==> src/rtl/div_unit_controller.sv <==
// rtl/div_unit_controller.sv - iterative restoring divider with FREE/RESERVED/PROCESSING/FINISHED handshake
//
// Purpose:
//   Multi-cycle integer divider shared by the issue and execution stages.
//   The issue stage reserves it, the execution stage hands over operands,
//   one restoring step runs per cycle on operand magnitudes, and the result
//   (quotient or remainder, signed or unsigned) is held until released.
//
// Optional feature:
//   RSD_DIV_EARLY_OUT_EN - when defined, a zero divisor or a signed overflow
//   (most-negative / -1) skips the iteration and finishes one cycle after the
//   request is accepted. When undefined, every operation takes the full latency.
//
// Ports:
//   i_clk         clock, all state changes on the rising edge
//   i_rst         synchronous active-high reset, overrides every other input
//   i_acquire     issue stage reserves the divider (FREE only)
//   i_flush       abort any operation, return to FREE
//   i_stall       execution-stage stall, blocks request acceptance
//   i_req         operands presented (RESERVED only)
//   i_data_in_a   dividend
//   i_data_in_b   divisor
//   i_div_code    0=DIV 1=DIVU 2=REM 3=REMU
//   i_release     consumer has taken the result (FINISHED only)
//   o_data_out    quotient or remainder, valid while o_finished
//   o_free        state FREE
//   o_reserved    state RESERVED
//   o_busy        state PROCESSING
//   o_finished    state FINISHED

module div_unit_controller #(
    parameter int DATA_WIDTH = 32,
    parameter int CNT_WIDTH  = $clog2(DATA_WIDTH) + 1
) (
    input  logic                  i_clk,
    input  logic                  i_rst,
    input  logic                  i_acquire,
    input  logic                  i_flush,
    input  logic                  i_stall,
    input  logic                  i_req,
    input  logic [DATA_WIDTH-1:0] i_data_in_a,
    input  logic [DATA_WIDTH-1:0] i_data_in_b,
    input  logic [1:0]            i_div_code,
    input  logic                  i_release,
    output logic [DATA_WIDTH-1:0] o_data_out,
    output logic                  o_free,
    output logic                  o_reserved,
    output logic                  o_busy,
    output logic                  o_finished
);

    localparam logic [1:0] S_FREE       = 2'd0;
    localparam logic [1:0] S_RESERVED   = 2'd1;
    localparam logic [1:0] S_PROCESSING = 2'd2;
    localparam logic [1:0] S_FINISHED   = 2'd3;

    localparam logic [DATA_WIDTH-1:0] ALL_ONES  = {DATA_WIDTH{1'b1}};
    localparam logic [DATA_WIDTH-1:0] MOST_NEG  = {1'b1, {(DATA_WIDTH-1){1'b0}}};
    localparam logic [CNT_WIDTH-1:0]  LAST_STEP = CNT_WIDTH'(DATA_WIDTH - 1);

    logic [1:0]            r_state;
    logic [CNT_WIDTH-1:0]  r_cnt;
    logic [1:0]            r_code;
    logic [DATA_WIDTH-1:0] r_dividend;   // raw dividend, needed for the special-case results
    logic [DATA_WIDTH-1:0] r_dvsr_mag;   // divisor magnitude
    logic [DATA_WIDTH-1:0] r_quo;        // dividend bits shift out the top, quotient bits in the bottom
    logic [DATA_WIDTH-1:0] r_rem;        // partial remainder, always below the divisor
    logic                  r_neg_q;
    logic                  r_neg_r;
    logic                  r_div_zero;
    logic                  r_ovf;
    logic [DATA_WIDTH-1:0] r_data_out;

    // Operand conditioning at request time. Unsigned ops (odd codes) never negate.
    logic                  w_is_signed;
    logic                  w_a_neg;
    logic                  w_b_neg;
    logic [DATA_WIDTH-1:0] w_a_mag;
    logic [DATA_WIDTH-1:0] w_b_mag;
    logic                  w_in_zero;
    logic                  w_in_ovf;
    logic                  w_accept;

    assign w_is_signed = ~i_div_code[0];
    assign w_a_neg     = w_is_signed & i_data_in_a[DATA_WIDTH-1];
    assign w_b_neg     = w_is_signed & i_data_in_b[DATA_WIDTH-1];
    // The most-negative value maps onto itself, which is its correct unsigned magnitude.
    assign w_a_mag     = w_a_neg ? (~i_data_in_a + 1'b1) : i_data_in_a;
    assign w_b_mag     = w_b_neg ? (~i_data_in_b + 1'b1) : i_data_in_b;
    assign w_in_zero   = (i_data_in_b == '0);
    assign w_in_ovf    = w_is_signed && (i_data_in_a == MOST_NEG) && (i_data_in_b == ALL_ONES);
    assign w_accept    = (r_state == S_RESERVED) && i_req && !i_stall;

    // One restoring step: shift the next dividend bit into the remainder and
    // keep the difference only when it did not borrow.
    logic [DATA_WIDTH:0]   w_shift;
    logic [DATA_WIDTH:0]   w_diff;
    logic                  w_qbit;
    logic [DATA_WIDTH-1:0] w_rem_next;
    logic [DATA_WIDTH-1:0] w_quo_next;
    logic                  w_last_step;

    assign w_shift     = {r_rem, r_quo[DATA_WIDTH-1]};
    assign w_diff      = w_shift - {1'b0, r_dvsr_mag};
    assign w_qbit      = ~w_diff[DATA_WIDTH];
    assign w_rem_next  = w_qbit ? w_diff[DATA_WIDTH-1:0] : w_shift[DATA_WIDTH-1:0];
    assign w_quo_next  = {r_quo[DATA_WIDTH-2:0], w_qbit};
    assign w_last_step = (r_cnt == LAST_STEP);

    // Final result is formed from the values of the last step so it can be
    // registered on the same edge that enters FINISHED.
    logic [DATA_WIDTH-1:0] w_quo_signed;
    logic [DATA_WIDTH-1:0] w_rem_signed;
    logic [DATA_WIDTH-1:0] w_final;

    assign w_quo_signed = r_neg_q ? (~w_quo_next + 1'b1) : w_quo_next;
    assign w_rem_signed = r_neg_r ? (~w_rem_next + 1'b1) : w_rem_next;

    always_comb begin
        w_final = '0;
        if (r_div_zero) begin
            w_final = r_code[1] ? r_dividend : ALL_ONES;
        end else if (r_ovf) begin
            w_final = r_code[1] ? '0 : r_dividend;
        end else begin
            w_final = r_code[1] ? w_rem_signed : w_quo_signed;
        end
    end

`ifdef RSD_DIV_EARLY_OUT_EN
    // Special-case result straight from the request inputs.
    logic [DATA_WIDTH-1:0] w_early;

    always_comb begin
        w_early = '0;
        if (w_in_zero) begin
            w_early = i_div_code[1] ? i_data_in_a : ALL_ONES;
        end else begin
            w_early = i_div_code[1] ? '0 : i_data_in_a;
        end
    end
`endif

    always_ff @(posedge i_clk) begin
        if (i_rst) begin
            r_state    <= S_FREE;
            r_cnt      <= '0;
            r_code     <= '0;
            r_dividend <= '0;
            r_dvsr_mag <= '0;
            r_quo      <= '0;
            r_rem      <= '0;
            r_neg_q    <= 1'b0;
            r_neg_r    <= 1'b0;
            r_div_zero <= 1'b0;
            r_ovf      <= 1'b0;
            r_data_out <= '0;
        end else if (i_flush) begin
            r_state <= S_FREE;
        end else begin
            case (r_state)
                S_FREE: begin
                    if (i_acquire) begin
                        r_state <= S_RESERVED;
                    end
                end
                S_RESERVED: begin
                    if (w_accept) begin
                        r_cnt      <= '0;
                        r_code     <= i_div_code;
                        r_dividend <= i_data_in_a;
                        r_dvsr_mag <= w_b_mag;
                        r_quo      <= w_a_mag;
                        r_rem      <= '0;
                        r_neg_q    <= w_a_neg ^ w_b_neg;
                        r_neg_r    <= w_a_neg;
                        r_div_zero <= w_in_zero;
                        r_ovf      <= w_in_ovf;
`ifdef RSD_DIV_EARLY_OUT_EN
                        if (w_in_zero || w_in_ovf) begin
                            r_state    <= S_FINISHED;
                            r_data_out <= w_early;
                        end else begin
                            r_state <= S_PROCESSING;
                        end
`else
                        r_state <= S_PROCESSING;
`endif
                    end
                end
                S_PROCESSING: begin
                    r_rem <= w_rem_next;
                    r_quo <= w_quo_next;
                    r_cnt <= r_cnt + CNT_WIDTH'(1);
                    if (w_last_step) begin
                        r_state    <= S_FINISHED;
                        r_data_out <= w_final;
                    end
                end
                S_FINISHED: begin
                    if (i_release) begin
                        r_state <= S_FREE;
                    end
                end
                default: begin
                    r_state <= S_FREE;
                end
            endcase
        end
    end

    assign o_data_out = r_data_out;
    assign o_free     = (r_state == S_FREE);
    assign o_reserved = (r_state == S_RESERVED);
    assign o_busy     = (r_state == S_PROCESSING);
    assign o_finished = (r_state == S_FINISHED);

endmodule
==> config.mk <==
export PLATFORM = sky130hd
export DESIGN_NAME = div_unit_controller
export DESIGN_NICKNAME = d
export VERILOG_FILES = /design/src/rtl/div_unit_controller.sv
export SDC_FILE = /design/constraint.sdc
export NUM_CORES = 1
export LEC_CHECK = 0
export ABC_AREA = 0
export CAP_MARGIN = 10
export CORE_ASPECT_RATIO = 0.7
export CORE_UTILIZATION = 50
export CTS_BUF_LIST = sky130_fd_sc_hd__clkbuf_2
export DETAILED_ROUTE_END_ITERATION = 10
export PLACE_DENSITY = 0.74
export SYNTH_ARGS = -nofsm -noshare
export SYNTH_HDL_FRONTEND = slang
export SYNTH_SLANG_ARGS = --single-unit
export TNS_END_PERCENT = 100
==> constraint.sdc <==
create_clock -name i_clk -period 4.6 [get_ports i_clk]
set_clock_uncertainty 0.2 [all_clocks]
set_input_delay 0.92 -clock i_clk [delete_from_list [all_inputs] [get_ports i_clk]]
set_output_delay 0.92 -clock i_clk [all_outputs]
set_load 0.005 [all_outputs]
**Yosys cells after proc, flatten, opt, wreduce, memory -nomap -nowiden**

Index checks and enable logic that the tools add are counted.

- Reductions and logical operators: 13
- Add/subtract/negate cells: 6
- Muxes and demuxes: 21
- Equality and inequality tests: 10
- Bitwise logic cells: 10

Operator list:

| operator | number |
|---|---|
| $mux W32 | 12 |
| $add A32 B1 Y32 const B | 4 |
| $not A32 Y32 | 4 |
| $pmux W32 S2 | 2 |
| $eq A32 B32 Y1 const B | 2 |
| $sub A33 B32 Y33 | 1 |
| $logic_not A32 Y1 | 1 |
| $pmux W6 S2 | 1 |
| $reduce_and A3 Y1 | 3 |
| $mux W2 | 4 |
| $pmux W2 S4 | 1 |
| $add A6 B1 Y6 const B | 1 |
| $eq A6 B5 Y1 const B | 1 |
| $mux W6 | 1 |
| $eq A2 B2 Y1 const B | 2 |
| $logic_and A1 B1 Y1 | 4 |
| $ne A2 B1 Y1 const B | 2 |
| $ne A2 B2 Y1 const B | 2 |
| $reduce_and A4 Y1 | 1 |
| $not A1 Y1 | 3 |
| $and A1 B1 Y1 | 2 |
| $eq A2 B1 Y1 const B | 1 |
| $logic_not A2 Y1 | 1 |
| $reduce_bool A2 Y1 | 1 |
| 3 further kinds | 3 |

- Input port bits: 73
- Output and inout port bits: 36
- Register bits: 174
- Word-level logic and storage cells: 72

**Depth between registers and ports, before layout**

Gate-level depths: netlist of run 1.

- Word-level depth: 8
- Mapped depth: 23
- Depth with buffers taken out: 20

**Worst setup path after synthesis of run 1**

Ideal clock, no wire load.

- Path kind: reg-to-reg
- Start: reg r_quo[31]
- End: reg r_data_out[26], in the netlist o_data_out[26]
- Setup slack: -110 ps
- Period minus slack after synthesis: 4,710 ps
- Required time: 4,283 ps
- Cell stages (with the launch flop): 23
- Arrival: 4,393 ps
- Path through: dfxtp_1 > inv_1 > ha_1 > fa_1 > nand2b_1 > a21o_1 > a31oi_2 > o211a_4 > o21a_4 > nor2_4 > inv_2 > buf_2 > buf_4 > buf_2 > ha_1 > nor2b_1 > nand4_1 > or2_2 > o41ai_1 > xor2_1 > nor2_1 > a311o_1 > o22a_1

- Word-level cells in the longest chain between the ends: 8
- Elaborated cells on any way between the ends: 12
- Those cells by class: add/sub (3); mux (6); bitwise (3)

Ends and longest elaborated chain:

| what | RTL line | text |
|---|---|---|
| start: declaration | 66 | `logic [DATA_WIDTH-1:0] r_quo;` |
| start signal: assignment | 173 | `r_quo <= w_a_mag;` |
| start signal: assignment | 193 | `r_quo <= w_quo_next;` |
| $sub A33 B32 Y33 | 104 | `assign w_diff = w_shift - {1'b0, r_dvsr_mag};` |
| $mux W32 or $not A1 Y1 (tied branches) | 106, 105 |  |
| $not A32 Y32 (on tied branches) | 117, 116 |  |
| $add A32 B1 Y32 (on tied branches) | 117, 116 |  |
| $mux W32 (on tied branches) | 117, 116 |  |
| $mux W32 (*) | 126 | `w_final = r_code[1] ? w_rem_signed : w_quo_signed;` |
| $mux W32 (*) | 123 | `end else if (r_ovf) begin` |
| $mux W32 (*) | 121 | `if (r_div_zero) begin` |
| end signal: assignment | 197 | `r_data_out <= w_final;` |
| end: declaration | 72 | `logic [DATA_WIDTH-1:0] r_data_out;` |

Every way passes the cells marked *; elsewhere a longest branch is shown, timed or not.
A chain may end at the register's enable or synchronous reset.

**Final worst setup path of run 1**

- Start: reg r_quo[31]
- End: reg r_data_out[31], in the netlist o_data_out[31]

The elaborated chain is that of the path after synthesis.

==> reports/summary.md, run 1 <==
Buffers placed on the I/O ports in this run total 108. The maximum number of buffers from clock root to sink was 2; the count of final hold-check violations was 0. The tightest min-delay check is of the in2reg type. After floorplanning, the core was sized to cover 0.0256 mm^2.

The placed wire-length estimate after detailed placement is 36700 um, and the synthesized area per cell is 7.16 um^2. Measured against the total synthesized area, the mux share comes to 1.92%. For the worst setup path, the data required time is 5.19 ns.

The final critical path takes up 98.2% of the cycle. Detailed routing inserted a total of 14426 vias. For the multi-input combinational cell area, the log shows 0.00896 mm^2.

The hold buffer count at CTS was 0; the starting DRC count in detailed routing was 1986. Per report_power, the clock group accounts for 22.9% of the total. The flow ran to the end, and the final reports show no timing, DRC or antenna violations. The number of synthesized flops with an enable pin was 0.

For this run, the register share of the synthesized area comes to 26.6%. Among all flip-flop cells after synthesis, the most frequent one is sky130_fd_sc_hd__dfxtp_1. Of the cells placed in the final design, the portion with a size suffix greater than 1 is 9.11%.

After detailed routing, the average wire length per cell comes to 21.1 um. In this run the worst path has a maximum fanout of 4. The switching component of the power was 1.51 mW. Routed via count divided by cell count: 6.40.

The detail route stage leaves a number of antenna-violating nets equal to 0. The run gives 0 as the number of max-cap violations. The final number of max-transition violations was 0.

Summing all placed instances gives a cell area of 0.0146 mm^2. The tools report the final cell area excluding filler cells as 0.0150 mm^2. TritonCTS built the clock tree. Together, buffers and inverters on the worst path number 2.

The relative max-transition margin is 34.6%. The run gives 17 as the number of buffers added by the clock tree synthesis step. The ratio of total power to cell area came out at 247 mW/mm^2. Layout overhead on the synthesized area: 15.2%. The cell count along the critical path came out at 15. The mapped netlist covers 0.0130 mm^2.

For this run, the number of Yosys warnings is 0. The kind of cell with the highest combined delay along the critical path is compound AO/OA/AOI/OAI gates. For the register area, the log shows 0.00346 mm^2. The flip-flop and latch count after synthesis was 173. After Yosys synthesis, and, or, nand and nor cells account for 24.2% of the synthesized area. Static leakage: 5.39 nW. In this run the count of I/O pins placed on the die edge is 109. After Yosys synthesis, XOR and XNOR cells account for 8.34% of the synthesized area.

Counting every sink on the clock net gives 173. Global-route total usage across every layer: 35.2%. For this run, the top clock speed supported by timing is 221 MHz. The tools report the number of core rows as 49.

Number of antenna violations at the first check in global routing: 1. The run gives 5.10 ns as the arrival time of the worst setup path. For the pin with the worst max-slew slack, the measured transition is 0.980 ns. The switching part of the total was 40.9%; the height of the die was 137 um. CTS built an H-tree with a depth of 4. Of the total synthesized cell area, the portion taken by full adders, half adders and majority gates is 4.19%. The logs give 6 for the first-pass iteration count of the detailed router and 92 for the number of distinct standard cells referenced by the synthesized netlist.

The tools report the via count of the first global-routing pass as 12288. Summing the areas of all compound-gate instances in the mapped netlist gives 29.1% of the synthesized area. IR analysis of the VDD net gives a maximum drop of 165 uV.

The die width works out to 195 um. For this run, asynchronously set or reset flops after synthesis account for 0%. The filler cells instantiated in the layout total 2466. The clock reaches the later pin of the worst-skew pair after 0.88 ns. Routability-driven placement finished with a final weighted congestion of 0.984. The run gives 2217 as the placed instance count. The floorplan die area is 0.0267 mm^2.

The startpoint type of the worst setup path was a register. The final instance count without filler cells is 2253, and the total routed wirelength is 47600 um. The share of total power dissipated in combinational logic is 34.9%. The final number of setup-violating endpoints is 0, and the post-layout minimum cycle time is 4.52 ns. For this run, the post-layout net count is 2024.

The clock edge transition at the registers on the reported setup and hold paths was 0.31 ns; the internal cell power was 2.19 mW. Global routing finished with a remaining overflow of 0. Setup repair after global routing left no endpoint under its margin. The longest individual stage delay on the worst path works out to 0.53 ns. The worst hold path cell count came out at 2.

The worst setup path is captured at a register. The run gives 42.2% as the fraction of power consumed by sequential logic. After synthesis, the largest family of logic cells by area is compound AO/OA/AOI/OAI gates. The run gives 71600 um as the first-pass GRT wire length. Traced cell by cell, the critical path runs through inv_1, ha_1, fa_2, nand2b_1, a21o_1, buf_4, a211oi_2, nor3_1, or4_1, a21oi_1, o31ai_1, or3_1, o41ai_4, xnor2_1, a31o_1. Clock tree root driver cell: sky130_fd_sc_hd__clkbuf_2. Entering global routing, the biggest net connects 86 pins. The worst setup path is of the reg2reg kind. The initial utilization of the core area, before any placement, comes to 50.8%. The slowest stage of the critical path belongs to the cell sky130_fd_sc_hd__or4_1. The net count of the mapped netlist is 1935. The depth of the most critical reg-to-reg path works out to 15. Counting every instance in the synthesized netlist gives 1819. The run gives 0 as the final routed DRC violation total.
==> state kept, by name (all words and copies together), names as in the netlist <==
signal and cells:
r_code 1, r_dividend 32, r_quo 32, o_data_out 32, r_cnt 6, r_rem 32, r_div_zero 1, r_neg_q 1
r_state 2, r_ovf 1, r_neg_r 1, r_dvsr_mag 32
==> power by group through the flow <==
| stage | logic (mW) | registers (mW) | clock network [mW] |
|---|---|---|---|
| 5_1_grt | 1.39 | 1.56 | 0.917 |
| 3_3_place_gp | 1.19 | 1.58 | 0 |
| 3_5_place_dp | 1.20 | 1.58 | 0 |
| 4_1_cts | 1.21 | 1.56 | 0.849 |
| 6_report | 1.29 | 1.56 | 0.847 |
| 2_1_floorplan | 0.808 | 1.57 | 0 |
==> path summary, 6_finish.rpt <==
check	endpoint	startpoint	slack, ns
worst max-delay path	o_data_out[31]$_SDFFE_PP0P_	r_quo[31]$_SDFFE_PP0P_	0.08
worst min register to register	r_dvsr_mag[31]$_SDFFE_PP0P_	r_dvsr_mag[31]$_SDFFE_PP0P_	0.28
worst max register to register	o_data_out[31]$_SDFFE_PP0P_	r_quo[31]$_SDFFE_PP0P_	0.08
worst min-delay path	r_dividend[31]$_SDFFE_PP0P_	i_rst	0.25
==> metrics by stage <==
step	power, mW	TNS (ns)	setup WS (ns)	utilization [%]	hold WS (ns)
2_1_floorplan	2.37	0	0.0334	-	0.232
4_1_cts	3.62	0	0.0187	58.0	0.205
3_5_place_dp	2.79	-0.00626	-0.00626	57.1	0.250
6_report	3.70	0	0.0823	58.5	0.249
3_3_place_gp	2.78	0	0.111	57.1	0.239
5_1_grt	3.87	0	0.000678	58.5	0.224
==> cells by family (layout without fill, tap and decap cells) <==
group / count (synthesis) / in the layout
xor+xnor: 124 / 124
buf+inv: 182 / 284
flops: 173 / 173
compound gates: 581 / 581
mux: 24 / 24
other cells: 0 / 1
simple gates: 692 / 692
fa+ha+maj: 43 / 43
==> repair_timing <==
action,in CTS,in global routing
setup buffers,0,3
endpoints found under the setup margin,2,22
resized for setup,0,28
pin swaps,1,5
hold endpoints to repair,0,0
cloned,0,0
==> worst reg2reg max path, cell delays in order, from the launching register on <==
cell,delay [ns]
sky130_fd_sc_hd__dfxtp_2,0.41
sky130_fd_sc_hd__inv_1,0.07
sky130_fd_sc_hd__ha_1,0.22
sky130_fd_sc_hd__fa_2,0.36
sky130_fd_sc_hd__nand2b_1,0.18
sky130_fd_sc_hd__a21o_1,0.21
sky130_fd_sc_hd__buf_4,0.16
sky130_fd_sc_hd__a211oi_2,0.38
sky130_fd_sc_hd__nor3_1,0.22
sky130_fd_sc_hd__or4_1,0.53
sky130_fd_sc_hd__a21oi_1,0.17
sky130_fd_sc_hd__o31ai_1,0.11
sky130_fd_sc_hd__or3_1,0.49
sky130_fd_sc_hd__o41ai_4,0.40
sky130_fd_sc_hd__xnor2_1,0.14
sky130_fd_sc_hd__a31o_1,0.22
==> layout by cell type (no fill, tap or decap), types with 14 or more instances in the layout <==
cell type	instances
sky130_fd_sc_hd__o31ai_1	24
sky130_fd_sc_hd__ha_1	37
sky130_fd_sc_hd__a311oi_1	14
sky130_fd_sc_hd__a21oi_1	159
sky130_fd_sc_hd__nand3_1	19
sky130_fd_sc_hd__buf_4	81
sky130_fd_sc_hd__nand2b_1	19
sky130_fd_sc_hd__nand2_1	285
sky130_fd_sc_hd__nor4_1	15
sky130_fd_sc_hd__o21ai_0	149
sky130_fd_sc_hd__nor3_1	46
sky130_fd_sc_hd__a211oi_1	42
sky130_fd_sc_hd__xor2_1	68
sky130_fd_sc_hd__nor2_1	177
sky130_fd_sc_hd__a22oi_1	23
sky130_fd_sc_hd__or4_1	15
sky130_fd_sc_hd__or3_1	32
sky130_fd_sc_hd__inv_1	61
sky130_fd_sc_hd__clkdlybuf4s50_1	107
sky130_fd_sc_hd__o41ai_1	17
sky130_fd_sc_hd__mux2i_1	16
sky130_fd_sc_hd__xnor2_1	56
sky130_fd_sc_hd__dfxtp_1	172
sky130_fd_sc_hd__clkbuf_2	17
sky130_fd_sc_hd__nand4_1	27
==> cell usage after synthesis, types with 23 or more instances <==
library cell	count	area [um^2]
sky130_fd_sc_hd__a22oi_1	23	173
sky130_fd_sc_hd__nor3_1	47	235
sky130_fd_sc_hd__inv_1	61	229
sky130_fd_sc_hd__ha_1	42	526
sky130_fd_sc_hd__a211oi_1	44	330
sky130_fd_sc_hd__nand4_1	27	169
sky130_fd_sc_hd__xor2_1	68	596
sky130_fd_sc_hd__o31ai_1	24	180
sky130_fd_sc_hd__xnor2_1	56	490
sky130_fd_sc_hd__or3_1	33	206
sky130_fd_sc_hd__nand2_1	285	1070
sky130_fd_sc_hd__o21ai_0	150	751
sky130_fd_sc_hd__nor2_1	178	668
sky130_fd_sc_hd__a21oi_1	162	811
sky130_fd_sc_hd__dfxtp_1	173	3460
sky130_fd_sc_hd__clkbuf_1	91	342
==> routing by layer <==
metal / part of all wire, % / track usage [%]
met5: 0.22 / 0
met4: 1.4 / 7.00
met3: 16 / 14.4
met2: 37 / 44.8
met1: 45 / 53.4
==> area by class of cell <==
class	count	area share [%]
multi-input combinational	1464	59.7
sequential	173	23.1
timing repair buffer	189	11.3
tap	331	2.76
inverter	63	1.58
clock inverter	15	0.959
clock buffer	17	0.567
antenna	1	0.0167
No activity file was read; power rests on OpenSTA's default activity.
==> inputs of run 2 (changes only) <==
- CTS_CLUSTER_SIZE: not set -> 14
- RECOVER_POWER: not set -> 50
==> run 2 against run 1 <==
The flow now finishes with violations (capacitance limit, slew limit). Clock-buffer cell count unchanged. Combinational power about the same. Wire length up 0.17%. Fmax up 0.21%. Largest power group unchanged. First-iteration DRC count up 1.6%. Sequential share of layout area about the same. Utilization down 0.078 points. Design area down 0.13%.
==> reports/summary.md, run 2 (synthesis gave the netlist of run 1 again) <==
Timing would allow up to 222 MHz. The run gives 49 as the number of core rows. The number of clock buffers added by TritonCTS is 17.

The share of the clock period used by the worst path is 98.0%, and the maximum VDD drop is 163 uV. For this run the aggregate overflow at the end of global routing stands at 0. The register area is 0.00346 mm^2.

CTS placed an instance of sky130_fd_sc_hd__clkbuf_2 at the clock tree root. The worst register-to-register path begins at r_quo[31]$_SDFFE_PP0P_. Leaving out fill and tap cells, the most frequent cell in the layout is sky130_fd_sc_hd__nand2_1. The top cell types in the final layout, fill and taps aside, are sky130_fd_sc_hd__nand2_1, sky130_fd_sc_hd__nor2_1, sky130_fd_sc_hd__dfxtp_1, sky130_fd_sc_hd__a21oi_1, sky130_fd_sc_hd__o21ai_0.

The top-level I/O count is 109. The checks that failed: capacitance limit, slew limit. The run gives 0.0267 mm^2 as the floorplan die area. The routed layout has 14476 vias. The tools report the category of the worst setup path capture point as a register. At the placement stage, the worst setup path has a slack of -0.00626 ns. The number of antenna violations at the first check in global routing came out at 1.

The logs give 0 for the count of final hold-check violations and 86 for the pin count of the biggest net entering global routing. The layout overhead on the synthesized area is 15.1%. For the pin with the worst max-slew slack, the measured transition is 2.49 ns.

The run finished, with violations left. Setup repair after global routing left no endpoint under its margin. The number of hold buffers added after CTS was 0. For the total routed wirelength, the log shows 47700 um.

The insertion delay to the later sink of the worst-skew pair was 0.87 ns. The first detailed-routing pass ran for 7 iterations. Post-layout worst setup margin: 0.0916 ns.

The tools report the start point of the worst min-delay path as i_rst. In this run the worst path has a maximum fanout of 4. The run gives 50.8% as the effective utilization at floorplan. The ratio of total power to cell area was 247 mW/mm^2. After floorplanning, the core was sized to cover 0.0256 mm^2. The critical path in this run is classified as reg2reg. For the via count of the first global-routing pass, the log shows 12288. Across the run, the number of max-cap violations was 2. After clock tree synthesis, the clock-pin slew on the worst setup and hold paths is 0.30 ns. Detailed placement ended at an HPWL of 36700 um. The first global-routing pass estimated 71600 um of wire. The post-layout total power was 3.69 mW. The startpoint type of the worst setup path is a register. The die width was 195 um. For the final routed database, the setup TNS stands at 0 ns. The worst hold path cell count is 2, and the post-layout minimum cycle time is 4.51 ns. The die is 137 um tall.

The clock net in this run drives a total of 173 sinks. The final layout net count came out at 2024. The logs give 105 for the final number of max-transition violations and 0 for the final number of setup-violating endpoints. For hold timing, the worst endpoint is r_dividend[31]$_SDFFE_PP0P_. TritonCTS built the clock tree.

The run gives 2470 as the number of filler instances in the final layout. The post-route netlist has 8.85% of its cells at a drive strength greater than 1. The number of H-tree branching levels was 4; the static leakage was 5.45 nW.

The starting DRC count in detailed routing is 2017, and the maximum number of buffers from clock root to sink is 2. The endpoint identified for the worst register-to-register timing path is o_data_out[31]$_SDFFE_PP0P_. Once layout is complete, the utilization of the core stands at 58.4%. For this run, the total global-route usage over all layers was measured as 35.2%. The slack of the worst reg-to-reg path was 0.09 ns; the routed via count divided by cell count was 6.43. Summing all multi-input logic gate instances after layout gives 0.00895 mm^2.

For the required time at the endpoint of the critical path, the log shows 5.18 ns. The run gives 0.984 as the weighted congestion at the end of routability-driven global placement. The relative max-transition margin came out at -66.1%. Data arrives at the worst endpoint at 5.09 ns. After detailed routing, the number of remaining DRC violations is 0.

Input and output buffers added on the ports amount to 108. The number of cells on the worst reg-to-reg path is 15. Dividing the detail-routed wire length by the instance count gives 21.2 um. Once detail routing completed, the nets flagged for antenna violations numbered 0. The tightest min-delay check is of the in2reg type.
==> run 2: changes by cell type in the layout (fill, tap and decap cells not counted) <==
cell / change
sky130_fd_sc_hd__clkdlybuf4s50_1: -22
sky130_fd_sc_hd__dlygate4sd3_1: +22
sky130_fd_sc_hd__buf_4: -4
sky130_fd_sc_hd__clkbuf_1: +4
sky130_fd_sc_hd__nor3b_1: +1
sky130_fd_sc_hd__nor3b_2: -1
==> run 2: worst max path at each step <==
stage	start	end	slack [ns]	cells past startpoint
detailed placement	r_quo[31]$_SDFFE_PP0P_	o_data_out[24]$_SDFFE_PP0P_	-0.006	19
finish	r_quo[31]$_SDFFE_PP0P_	o_data_out[31]$_SDFFE_PP0P_	0.09	15
floorplan	r_quo[31]$_SDFFE_PP0P_	o_data_out[26]$_SDFFE_PP0P_	0.03	22
CTS	r_quo[31]$_SDFFE_PP0P_	o_data_out[18]$_SDFFE_PP0P_	0.02	19
global placement	r_quo[31]$_SDFFE_PP0P_	o_data_out[24]$_SDFFE_PP0P_	0.11	19
global route	r_dvsr_mag[12]$_SDFFE_PP0P_	o_data_out[26]$_SDFFE_PP0P_	0.0007	18
==> run 2: timing repair <==
action | in CTS | in global routing
gates resized for setup | 0 | 28
setup buffers | 0 | 3
pin swaps | 1 | 5
endpoints found under the setup margin | 2 | 22
cloned | 0 | 0
==> run 2: power breakdown <==
group          total, mW  switching, mW  internal [mW]  leakage, nW
Sequential          1.56         0.0356           1.53         1.40
Clock              0.842          0.665          0.176        0.141
Combinational       1.29          0.809          0.483         3.92
==> run 2: cell type report <==
| type | count | area share [%] |
|---|---|---|
| Sequential cell | 173 | 23.1 |
| Inverter | 63 | 1.58 |
| Timing Repair Buffer | 189 | 11.2 |
| Tap cell | 331 | 2.77 |
| Antenna cell | 1 | 0.0167 |
| Multi-Input combinational cell | 1464 | 59.8 |
| Clock inverter | 15 | 0.961 |
| Clock buffer | 17 | 0.568 |
==> run 2: worst max-delay path: stages, from the launching register on <==
cell,delay [ns]
sky130_fd_sc_hd__dfxtp_2,0.40
sky130_fd_sc_hd__inv_1,0.07
sky130_fd_sc_hd__ha_1,0.22
sky130_fd_sc_hd__fa_2,0.36
sky130_fd_sc_hd__nand2b_1,0.18
sky130_fd_sc_hd__a21o_1,0.21
sky130_fd_sc_hd__buf_4,0.16
sky130_fd_sc_hd__a211oi_2,0.39
sky130_fd_sc_hd__nor3_1,0.22
sky130_fd_sc_hd__or4_1,0.53
sky130_fd_sc_hd__a21oi_1,0.17
sky130_fd_sc_hd__o31ai_1,0.10
sky130_fd_sc_hd__or3_1,0.49
sky130_fd_sc_hd__o41ai_4,0.40
sky130_fd_sc_hd__xnor2_1,0.13
sky130_fd_sc_hd__a31o_1,0.22
==> run 2: per-stage QoR <==
stage | instance area, um^2 | hold slack, ns | std cells
2_1_floorplan | 13000 | 0.232 | 1819
3_3_place_gp | 14600 | 0.239 | 2217
3_5_place_dp | 14600 | 0.250 | 2217
4_1_cts | 14900 | 0.205 | 2249
5_1_grt | 15000 | 0.224 | 2252
6_report | 15000 | 0.261 | 2253
==> run 2: metal layers <==
| metal | share of wire, % | track usage [%] |
|---|---|---|
| met4 | 1.4 | 7.00 |
| met5 | 0.22 | 0 |
| met3 | 16 | 14.4 |
| met2 | 37 | 44.8 |
| met1 | 45 | 53.4 |
==> patch, RTL diff (flow settings as in run 1) <==
`DATA_WIDTH`: 32 -> 64.
--- a/src/rtl/div_unit_controller.sv
+++ b/src/rtl/div_unit_controller.sv
@@ -29,7 +29,7 @@
 //   o_finished    state FINISHED
 
 module div_unit_controller #(
-    parameter int DATA_WIDTH = 32,
+    parameter int DATA_WIDTH = 64,
     parameter int CNT_WIDTH  = $clog2(DATA_WIDTH) + 1
 ) (
     input  logic                  i_clk,
Interface: changed (resized i_data_in_a, i_data_in_b and o_data_out); port bits go from 109 to 205. The function was not compared with the original's and may differ.
==> patch against run 1 <==
Non-clock buffer count increased by 776; power grew to 2.7 times the old value; setup slack got worse by 1.1 ns; first-iteration DRC count rose by 120%; the flow now finishes with violations (setup timing); area after synthesis increased by 100%; global-route usage is 5.1 points higher; sequential share of layout area fell by 4.8 points; critical path type unchanged; cell area rose by 140%; sequential cell count is 161 higher; routed wire length rose by 140%.
==> patch: results (changes against run 1) <==
GP Congestion -> 1.03 (+5.1%)
Buffers on Ports -> 204 (+89%)
CTS resizes -> 143 (+143)
Final setup fails -> 49 (+49)
Routed len/inst -> 21.5 um (+1.5%)
Peak VDD IR -> 0.211 mV (+28%)
Final core utilization -> 0.700 (+0.114)
CTS Buffer Depth -> 3 (+1)
Critical Path AT -> 6.35 ns (+1.25 ns)
Proportion of layout cells with a drive suffix above 1 -> 0.249 (+0.158)
Non-clk bufs -> 965 (+410%)
CTS buffer count -> 86 (+69)
Dpl hpwl -> 85.8 mm (+130%)
Synth Instances -> 3,795 (+110%)
Hold endpoint -> r_rem[53]
Critical path's top delay family -> simple AND/OR/NAND/NOR gates
ClkCell Share -> 0.0211 (+0.00587)
Worst setup margin -> -0.969 ns (-1.05 ns)
Slowest CP cell -> or4_4
Failing checks -> setup timing
Post-synthesis mux area share -> 0.0225 (+0.00326)
Clk_lat worst skew -> 1.16 ns (+0.28 ns)
Clock buffers -> 108 (+91)
Synth cell count leaders -> nand2_1, nor2_1, a21oi_1
Inverters -> 103 (+63%)
Synth Area in Adders -> 0.0356 (-0.00635)
Max_slew headroom -> 0.195 (-0.150)
H-tree depth -> 3 (-1)
Total Neg Setup Slack -> -22.33 ns (-22.33 ns)
Worst slack at placement -> -1.08 ns (-1.08 ns)
Ant diodes -> 3 (+2)
R2r worst-path depth -> 27 (+12)
Met1 Use GR -> 0.559 (+0.0257)
Sequential cell count -> 334 (+93%)
Status -> complete, but fails checks
Register area share after synthesis -> 0.251 (-0.0147)
Seq area share -> 0.183 (-0.0479)
Post-CTS Setup Bufs -> 34 (+34)
Synth cell types -> 96 (+4.3%)
Pleak -> 14.7 nW (+170%)
M2 GR Usage -> 0.576 (+0.128)
Grt met3 use -> 0.141 (-0.00358)
Clock-pin slew on the worst setup and hold paths -> 0.12 ns (-0.19 ns)
FILL cells -> 4,524 (+83%)
RR Endpoint -> o_data_out[58]
WHS -> 0.0766 ns (-0.172 ns)
Largest cells by area after synthesis -> dfxtp_1, nand2_1, a21oi_1
First-pass GRT wire length -> 172 mm (+140%)
Vias in the first global route -> 30,200 (+150%)
Total track usage -> 0.404 (+0.0513)
Vias per Instance -> 6.19 (-3.3%)
Synth Area in Compound Gates -> 0.293 (+0.00223)
Area after DPL -> 34,100 um2 (+130%)
Multi-input logic cell count -> 3,107 (+110%)
Non-clock buffer share -> 0.220 (+0.107)
Area of the multi-input gates -> 19,800 um2 (+120%)
CP max stage delay -> 0.50 ns (-0.03 ns)
Final net count -> 4,809 (+140%)
1st-pass router iterations -> 9 (+3)
Cell count after placement -> 5,140 (+130%)
==> patch: cell count changes after synthesis, moves of 34 or more <==
| cell | run 1 | this run |
|---|---|---|
| o31ai_1 | 24 | 58 |
| nor2_1 | 178 | 399 |
| o21ai_0 | 150 | 289 |
| inv_1 | 61 | 101 |
| nand4_1 | 27 | 67 |
| a21oi_1 | 162 | 343 |
| a211oi_1 | 44 | 115 |
| nand2_1 | 285 | 582 |
| xor2_1 | 68 | 141 |
| nor3_1 | 47 | 109 |
| xnor2_1 | 56 | 111 |
| clkbuf_1 | 91 | 197 |
| dfxtp_1 | 173 | 334 |
==> patch: per-layer routing <==
layer | wire (um) | vias to the layer above
met5 | 252 | -
met4 | 4060 | 6
met3 | 15000 | 281
met2 | 46900 | 1854
met1 | 48600 | 15500
li1 | - | 15500
==> patch: report_power, final <==
group          switching (W)  leakage, nW  internal, W  total (W)
sequential         0.0000489         2.70      0.00293    0.00298
clock                0.00138        0.563     0.000774    0.00215
combinational        0.00277         11.5      0.00225    0.00502
